## src/rtl/dsi_pkg.sv

```systemverilog
// rtl/dsi_pkg.sv - DSI data types, packet header struct, ECC helper and CRC polynomial
package dsi_pkg;

   localparam logic [5:0]  DT_GENERIC_LONG   = 6'h29;
   localparam logic [5:0]  DT_DCS_LONG_WRITE = 6'h39;
   localparam logic [5:0]  DT_RGB888_PACKED  = 6'h3E;
   // Bit-reversed form of x^16+x^12+x^5+1; DSI shifts each byte LSB first.
   localparam logic [15:0] CRC_POLY_REFL     = 16'h8408;
   localparam logic [15:0] CRC_SEED          = 16'hFFFF;

   typedef enum logic [1:0] {ST_IDLE, ST_PAY, ST_TAIL, ST_DRAIN} asm_state_t;

   typedef struct packed {
      logic [7:0]  ecc;
      logic [15:0] wc;
      logic [7:0]  di;
   } dsi_hdr_t;

   function automatic logic [7:0] dsi_ecc6(input logic [23:0] d);
      logic [7:0] e;
      e[0] = d[0]^d[1]^d[2]^d[4]^d[5]^d[7]^d[10]^d[11]^d[13]^d[16]^d[20]^d[21]^d[22]^d[23];
      e[1] = d[0]^d[1]^d[3]^d[4]^d[6]^d[8]^d[10]^d[12]^d[14]^d[17]^d[20]^d[21]^d[22]^d[23];
      e[2] = d[0]^d[2]^d[3]^d[5]^d[6]^d[9]^d[11]^d[12]^d[15]^d[18]^d[20]^d[21]^d[22];
      e[3] = d[1]^d[2]^d[3]^d[7]^d[8]^d[9]^d[13]^d[14]^d[15]^d[19]^d[20]^d[21]^d[23];
      e[4] = d[4]^d[5]^d[6]^d[7]^d[8]^d[9]^d[16]^d[17]^d[18]^d[19]^d[20]^d[22]^d[23];
      e[5] = d[10]^d[11]^d[12]^d[13]^d[14]^d[15]^d[16]^d[17]^d[18]^d[19]^d[21]^d[22]^d[23];
      e[7:6] = 2'b00;
      return e;
   endfunction

endpackage

```

## src/rtl/dsi_crc64.sv

```systemverilog
// rtl/dsi_crc64.sv - registered CRC-16 (DSI) advanced by one 64-bit beat per enable
module dsi_crc64
   import dsi_pkg::*;
(
   input  logic        clk,
   input  logic        reset,
   input  logic        clr,
   input  logic        en,
   input  logic [63:0] data,
   output logic [15:0] crc
);

   // Byte 0 goes first and each byte is LSB first, so the serial order is simply data[0..63].
   function automatic logic [15:0] crc_step64(input logic [15:0] c_in, input logic [63:0] d);
      logic [15:0] c;
      c = c_in;
      for (int i = 0; i < 64; i++) begin
         if (c[0] ^ d[i])
            c = (c >> 1) ^ CRC_POLY_REFL;
         else
            c = c >> 1;
      end
      return c;
   endfunction

   always_ff @(posedge clk or posedge reset) begin
      if (reset)
         crc <= CRC_SEED;
      else if (clr)
         crc <= CRC_SEED;
      else if (en)
         crc <= crc_step64(crc, data);
   end

endmodule

```

## src/rtl/dsi_long_pkt_asm.sv

```systemverilog
// rtl/dsi_long_pkt_asm.sv - DSI long packet assembler, 8-byte beats; CRC engine enabled by DSI_PKT_CRC_EN
module dsi_long_pkt_asm
   import dsi_pkg::*;
#(
   parameter logic [15:0] MAX_WC   = 16'd4320,
   parameter logic [7:0]  PAD_BYTE = 8'h00
) (
   input  logic        clk,
   input  logic        reset,
   input  logic        cmd_valid,
   output logic        cmd_ready,
   input  logic [7:0]  cmd_di,
   input  logic [15:0] cmd_wc,
   output logic        cmd_err,
   input  logic [63:0] in_data,
   input  logic        in_valid,
   output logic        in_ready,
   output logic [63:0] out_data,
   output logic        out_valid,
   input  logic        out_ready,
   output logic        out_first,
   output logic        out_last,
   output logic        busy
);

   asm_state_t  state, state_nxt;
   dsi_hdr_t    hdr;
   logic [12:0] beats, cnt;
   logic [31:0] hold;
   logic [15:0] crc;
   logic        out_free, out_fire, cmd_bad;
   logic        cmd_take, reject, load_beat, load_tail;

   assign out_free  = !out_valid || out_ready;
   assign out_fire  = out_valid && out_ready;
   assign cmd_bad   = (cmd_wc == 16'd0) || (cmd_wc[2:0] != 3'd0) || (cmd_wc > MAX_WC);
   assign cmd_ready = (state == ST_IDLE);
   assign busy      = (state != ST_IDLE);

`ifdef DSI_PKT_CRC_EN
   dsi_crc64 u_crc (
      .clk   (clk),
      .reset (reset),
      .clr   (cmd_take),
      .en    (load_beat),
      .data  (in_data),
      .crc   (crc)
   );
`else
   assign crc = 16'h0000;
`endif

   always_ff @(posedge clk or posedge reset) begin
      if (reset)
         state <= ST_IDLE;
      else
         state <= state_nxt;
   end

   always_comb begin
      state_nxt = state;
      in_ready  = 1'b0;
      cmd_take  = 1'b0;
      reject    = 1'b0;
      load_beat = 1'b0;
      load_tail = 1'b0;
      case (state)
         ST_IDLE: begin
            if (cmd_valid) begin
               if (cmd_bad) begin
                  reject = 1'b1;
               end else begin
                  cmd_take  = 1'b1;
                  state_nxt = ST_PAY;
               end
            end
         end
         ST_PAY: begin
            in_ready = out_free;
            if (in_valid && out_free) begin
               load_beat = 1'b1;
               if (cnt == beats - 13'd1)
                  state_nxt = ST_TAIL;
            end
         end
         ST_TAIL: begin
            if (out_free) begin
               load_tail = 1'b1;
               state_nxt = ST_DRAIN;
            end
         end
         ST_DRAIN: begin
            if (out_fire)
               state_nxt = ST_IDLE;
         end
         default: state_nxt = ST_IDLE;
      endcase
   end

   // Each output beat pairs the low half of the new word with the upper half held from the previous one.
   always_ff @(posedge clk or posedge reset) begin
      if (reset) begin
         hdr       <= '0;
         beats     <= '0;
         cnt       <= '0;
         hold      <= '0;
         out_data  <= '0;
         out_valid <= 1'b0;
         out_first <= 1'b0;
         out_last  <= 1'b0;
         cmd_err   <= 1'b0;
      end else begin
         cmd_err <= reject;
         if (cmd_take) begin
            hdr.ecc <= dsi_ecc6({cmd_wc, cmd_di});
            hdr.wc  <= cmd_wc;
            hdr.di  <= cmd_di;
            beats   <= cmd_wc[15:3];
            cnt     <= '0;
         end
         if (load_beat) begin
            out_data  <= (cnt == 13'd0) ? {in_data[31:0], hdr} : {in_data[31:0], hold};
            out_first <= (cnt == 13'd0);
            out_last  <= 1'b0;
            out_valid <= 1'b1;
            hold      <= in_data[63:32];
            cnt       <= cnt + 13'd1;
         end else if (load_tail) begin
            out_data  <= {PAD_BYTE, PAD_BYTE, crc[15:8], crc[7:0], hold};
            out_first <= 1'b0;
            out_last  <= 1'b1;
            out_valid <= 1'b1;
         end else if (out_fire) begin
            out_valid <= 1'b0;
            out_first <= 1'b0;
            out_last  <= 1'b0;
         end
      end
   end

endmodule

```

## config.mk

```make
export PLATFORM = sky130hd
export DESIGN_NAME = dsi_long_pkt_asm
export DESIGN_NICKNAME = d
export VERILOG_FILES = /design/src/rtl/dsi_pkg.sv /design/src/rtl/dsi_crc64.sv /design/src/rtl/dsi_long_pkt_asm.sv
export SDC_FILE = /design/constraint.sdc
export NUM_CORES = 1
export LEC_CHECK = 0
export BUFFER_PORTS_ARGS = -buffer_cell sky130_fd_sc_hd__buf_2
export CORE_ASPECT_RATIO = 0.7
export CORE_MARGIN = 5
export CORE_UTILIZATION = 24
export CTS_BUF_LIST = sky130_fd_sc_hd__clkbuf_4
export CTS_CLUSTER_SIZE = 24
export DETAILED_ROUTE_END_ITERATION = 10
export SYNTH_ARGS = -nofsm -noshare
export SYNTH_HDL_FRONTEND = slang
export SYNTH_SLANG_ARGS = --single-unit
```

## constraint.sdc

```tcl
create_clock -name clk -period 4.05 [get_ports clk]
set_input_delay 0.405 -clock clk [delete_from_list [all_inputs] [get_ports clk]]
set_output_delay 0.405 -clock clk [all_outputs]
set_load 0.02 [all_outputs]
```

== After elaboration in Yosys (flattened, before gate mapping) ==
Index checks and enable logic that the tools add are counted.
W data, S select, Z words.
Cells by class
  add/subtract/negate cells: 2
  $mul: 0
  divide/modulo/power cells: 0
  magnitude comparators: 1
  equality and inequality tests: 10
  shifts and indexed selects: 0
  multiplexer cells: 29
  bitwise logic cells: 73
  reductions and logical operators: 15
Operators with widths (count)
  $mux W64: 2
  $xor A1 B1 Y1: 73
  $mux W32: 1
  $mux W13: 2
  $mux W1: 17
  $gt A16 B13 Y1 const B: 1
  $logic_not A16 Y1: 1
  $add A13 B1 Y13 const B: 1
  $eq A13 B13 Y1: 1
  $logic_not A13 Y1: 1
  $sub A13 B1 Y13 const B: 1
  $mux W2: 6
  $ne A2 B2 Y1 const B: 6
  $pmux W2 S4: 1
  $reduce_and A6 Y1: 1
  $reduce_bool A2 Y1: 3
  $reduce_bool A3 Y1: 2
  $eq A2 B2 Y1 const B: 2
  $logic_or A1 B1 Y1: 3
  $eq A2 B1 Y1 const B: 1
  $logic_and A1 B1 Y1: 2
  $logic_not A2 Y1: 1
  $logic_not A1 Y1: 1
Storage, ports and cells
  register bits: 158
  latch bits: 0
  memory bits (writable): 0
  ROM bits: 0
  input bits: 93
  output and inout port bits: 71
  memories: 0

== Depth between registers and ports, before layout ==
  word-level depth: 13
  gate-level depth with buffers: 10
  depth with buffers taken out: 9

== Worst setup path before layout ==
OpenSTA, ideal clock, no wires.
  path type: register to register
  start point: register hdr[11] (netlist name)
  end point: register state[1]
  setup time: 125 ps
  arrival: 2454 ps
  setup slack: 1471 ps
  cell stages (with the launch flop): 10
  buffers on the path: 0
  cells stage by stage: dfrtp_1 inv_1 ha_1 or3b_2 a2111oi_0 nor4_1 o311ai_1 o41ai_2 nand2_2 mux2_4
RTL lines
  end signal, assigned: line dsi_long_pkt_asm.sv:57  | state <= state_nxt;
  end, declared: line dsi_long_pkt_asm.sv:26  | asm_state_t state, state_nxt;

==> results.yml <==
final_layout:
  area_growth_pct: 22.5
  finalNetCount: 937
  fillers: 3046
  num_antenna_cells: 0
  layout_commonest_cell: "buf_2"
  final_cell_mix: "buf_2, nand2_1, dfrtp_1"
  drive_gt1_frac: 0.257
clock_tree:
  ctsResizeCount: 0
  clock_path_buffers: 2
  cts_sinks: 145
  cts_root_buffer: "clkbuf_4"
  ctsHtreeMaxLevel: 4
  insertion_delay_ps: 550
  cts_setup_buffers: 0
  cts_tree: "done"
  clk_pin_slew_ps: 120
  cts-buffers-inserted: 17
floorplan:
  fp.dieH_um: 152
  fp-row-count: 52
  die_w_um: 213
  start_util: 0.242
  ios: 164
  coreArea_um2: 28700
  die_area_um2: 32500
drt:
  drtAntennaViolNets: 0
  dr.pass1.iters: 5
  via_per_inst: 4.53
  post_drt_wl_per_cell_um: 16.3
  drc: 0
  dr_total_vias: 5552
  drt_iter0_drc: 345
  wl_mm: 19.9
placement:
  io_buffers: 163
  gp_congestion: 0.875
  dp_hpwl_mm: 14.4
timing:
  worst_slew_pin_slew_ps: 1050
  fin_crit_sh: 0.752
  max-slew-margin-rel: 0.296
  finalSetupTns_ps: 0
  finalHoldViolCount: 0
  final_max_slew_viol_count: 0
  setup-violations-final: 0
  max_freq_mhz: 328
  holdWs_ps: 51.4
  clock_skew_ps: 27.5
  finalCriticalPeriod_ps: 3050
  rsz0062_at_grt: "no"
grt:
  grt_max_degree: 76
  antenna_found_initial: 1
  grt_first_pass_wirelength_mm: 31.7
  track_usage: 0.123
  grt_pass1_vias: 5577
  grt_overflow: 0
synthesis:
  synthCells: 679
  synth-seq-area-share: 0.523
  syn_nets: 780
  synth-edff-count: 0
  synth_cell_types: 59
  synth-async-reset-ratio: 1.00
  synth_area_per_cell_um2: 10.2
  synth_flop_cell: "dfrtp_1"
  synth-seq-cells: 145
  yosysWarnings: 0
  syn-cell-area_um2: 6940
critical_path:
  critPathCaptureType: "register"
  path_cells: "inv_1 > ha_1 > nor3b_1 > a41oi_1 > nor3_2 > o311ai_1 > o41ai_2 > nand2_2 > mux2_4"
  worstSetupPathType: "reg -> reg"
  path_delay_family: "simple AND/OR/NAND/NOR gates"
  critical-path-slowest-cell: "nor3b_1"
  worstSetupStartpointType: "register"
  worstPathRequired_ps: 4480
  worst-path-max-fanout: 9
  max_stage_delay_ps: 630
  path_buf_inv: 1
  cp.arrival_ps: 3470
status:
  status: "finished clean"
run:
  cap_violations: 0
pwr:
  ir_drop_mv: 0.253
  p_per_area_nw_per_um2: 589
  leakagePower_uw: 0.00410
hold_path:
  worst_hold_path_type: "in -> reg"
## final cells by class
class,instances,area [um2],share of cell area
clock buffer,22,165,0.0194
tap,378,473,0.0556
sequential,145,3630,0.427
timing repair buffer,182,1010,0.119
clock inverter,8,66.3,0.00780
multi-input combinational,478,3110,0.366
inverter,12,48.8,0.00574
## synth_stat cells (4+ instances only)
| cell | count | share of area |
|---|---|---|
| inv_1 | 12 | 0.0065 |
| o21ai_1 | 21 | 0.015 |
| buf_2 | 4 | 0.0029 |
| nor2_1 | 14 | 0.0076 |
| and3_1 | 6 | 0.0054 |
| nand4_1 | 4 | 0.0036 |
| nor3_1 | 5 | 0.0036 |
| a21oi_1 | 11 | 0.0079 |
| xnor2_1 | 50 | 0.063 |
| nand2_1 | 155 | 0.084 |
| clkbuf_1 | 31 | 0.017 |
| o21ai_0 | 30 | 0.022 |
| nand3_1 | 9 | 0.0065 |
| nor4_1 | 7 | 0.0063 |
| o22ai_1 | 4 | 0.0036 |
| buf_1 | 6 | 0.0032 |
| a22o_1 | 33 | 0.042 |
| mux2_1 | 17 | 0.028 |
| dfrtp_1 | 145 | 0.52 |
| nor2b_1 | 9 | 0.0081 |
| ha_1 | 8 | 0.014 |
| xor2_1 | 16 | 0.020 |
| mux2i_1 | 32 | 0.046 |
## sequential cells by signal (all words and copies together), names as in the netlist
name,count
out_last,1
out_valid,1
hold,32
state,2
out_first,1
cmd_err,1
cnt,13
hdr,30
out_data,64
## final timing paths
kind	from	to	slack, ps	cells after the start
setup / recovery	hdr[11]	state[1]	1000	9
hold / removal	in_data[50]	hold[18]	50	3
setup reg to reg	hdr[11]	state[1]	1000	9
hold reg to reg	out_data[17]	out_data[17]	490	2
max in group asynchronous	reset	out_data[57]	2850	4
min in group asynchronous	reset	cnt[9]	420	3
## kinds of logic (layout without fill, tap and decap cells)
family / Yosys count / after routing / share of synthesized area
AOI/OAI and AO/OA: 120 / 120 / 0.117
muxes: 52 / 52 / 0.0792
DFF: 145 / 145 / 0.523
buffers and inverters: 56 / 224 / 0.0326
and+or+nand+nor: 232 / 232 / 0.151
xor gates and xnor gates: 66 / 66 / 0.0833
adders and majority gates: 8 / 8 / 0.0144
## per-stage QoR
stage                     setup WS (ps)  area [um2]  cells   util  total power (uW)
after CTS                          1030        8490   1224  0.296              5090
after floorplan                    1470        6940    679      -              3500
after global routing                865        8500   1225  0.296              5380
after detailed placement           1040        8170   1185  0.285              4220
final                              1000        8500   1225  0.296              5010
after global placement             1120        8170   1185  0.285              4170
## what timing repair did
item	in CTS	in global routing
hold endpoints to repair	24	1
hold buffers	9	1
setup endpoints to repair	0	0
## per-layer routing
| layer | vias to the layer above | GRT usage | routed length (um) |
|---|---|---|---|
| met5 | - | 0 | 7 |
| met1 | 2751 | 0.180 | 9780 |
| met2 | 148 | 0.184 | 8900 |
| li1 | 2636 | - | - |
| met3 | 15 | 0.0311 | 1020 |
| met4 | 2 | 0.0248 | 237 |
## tightest hold or removal path, stage by stage
cell and delay (ps):
buf_2 70, nand2_1 40, nand2_1 50
## power breakdown
group          leakage, uW  internal, uW  total (uW)  switching [uW]
registers          0.00190          1870        2150             281
logic              0.00207           748        2010            1260
clock network     0.000137           325         851             526
Note: power is estimated with default switching activity, not from simulation.
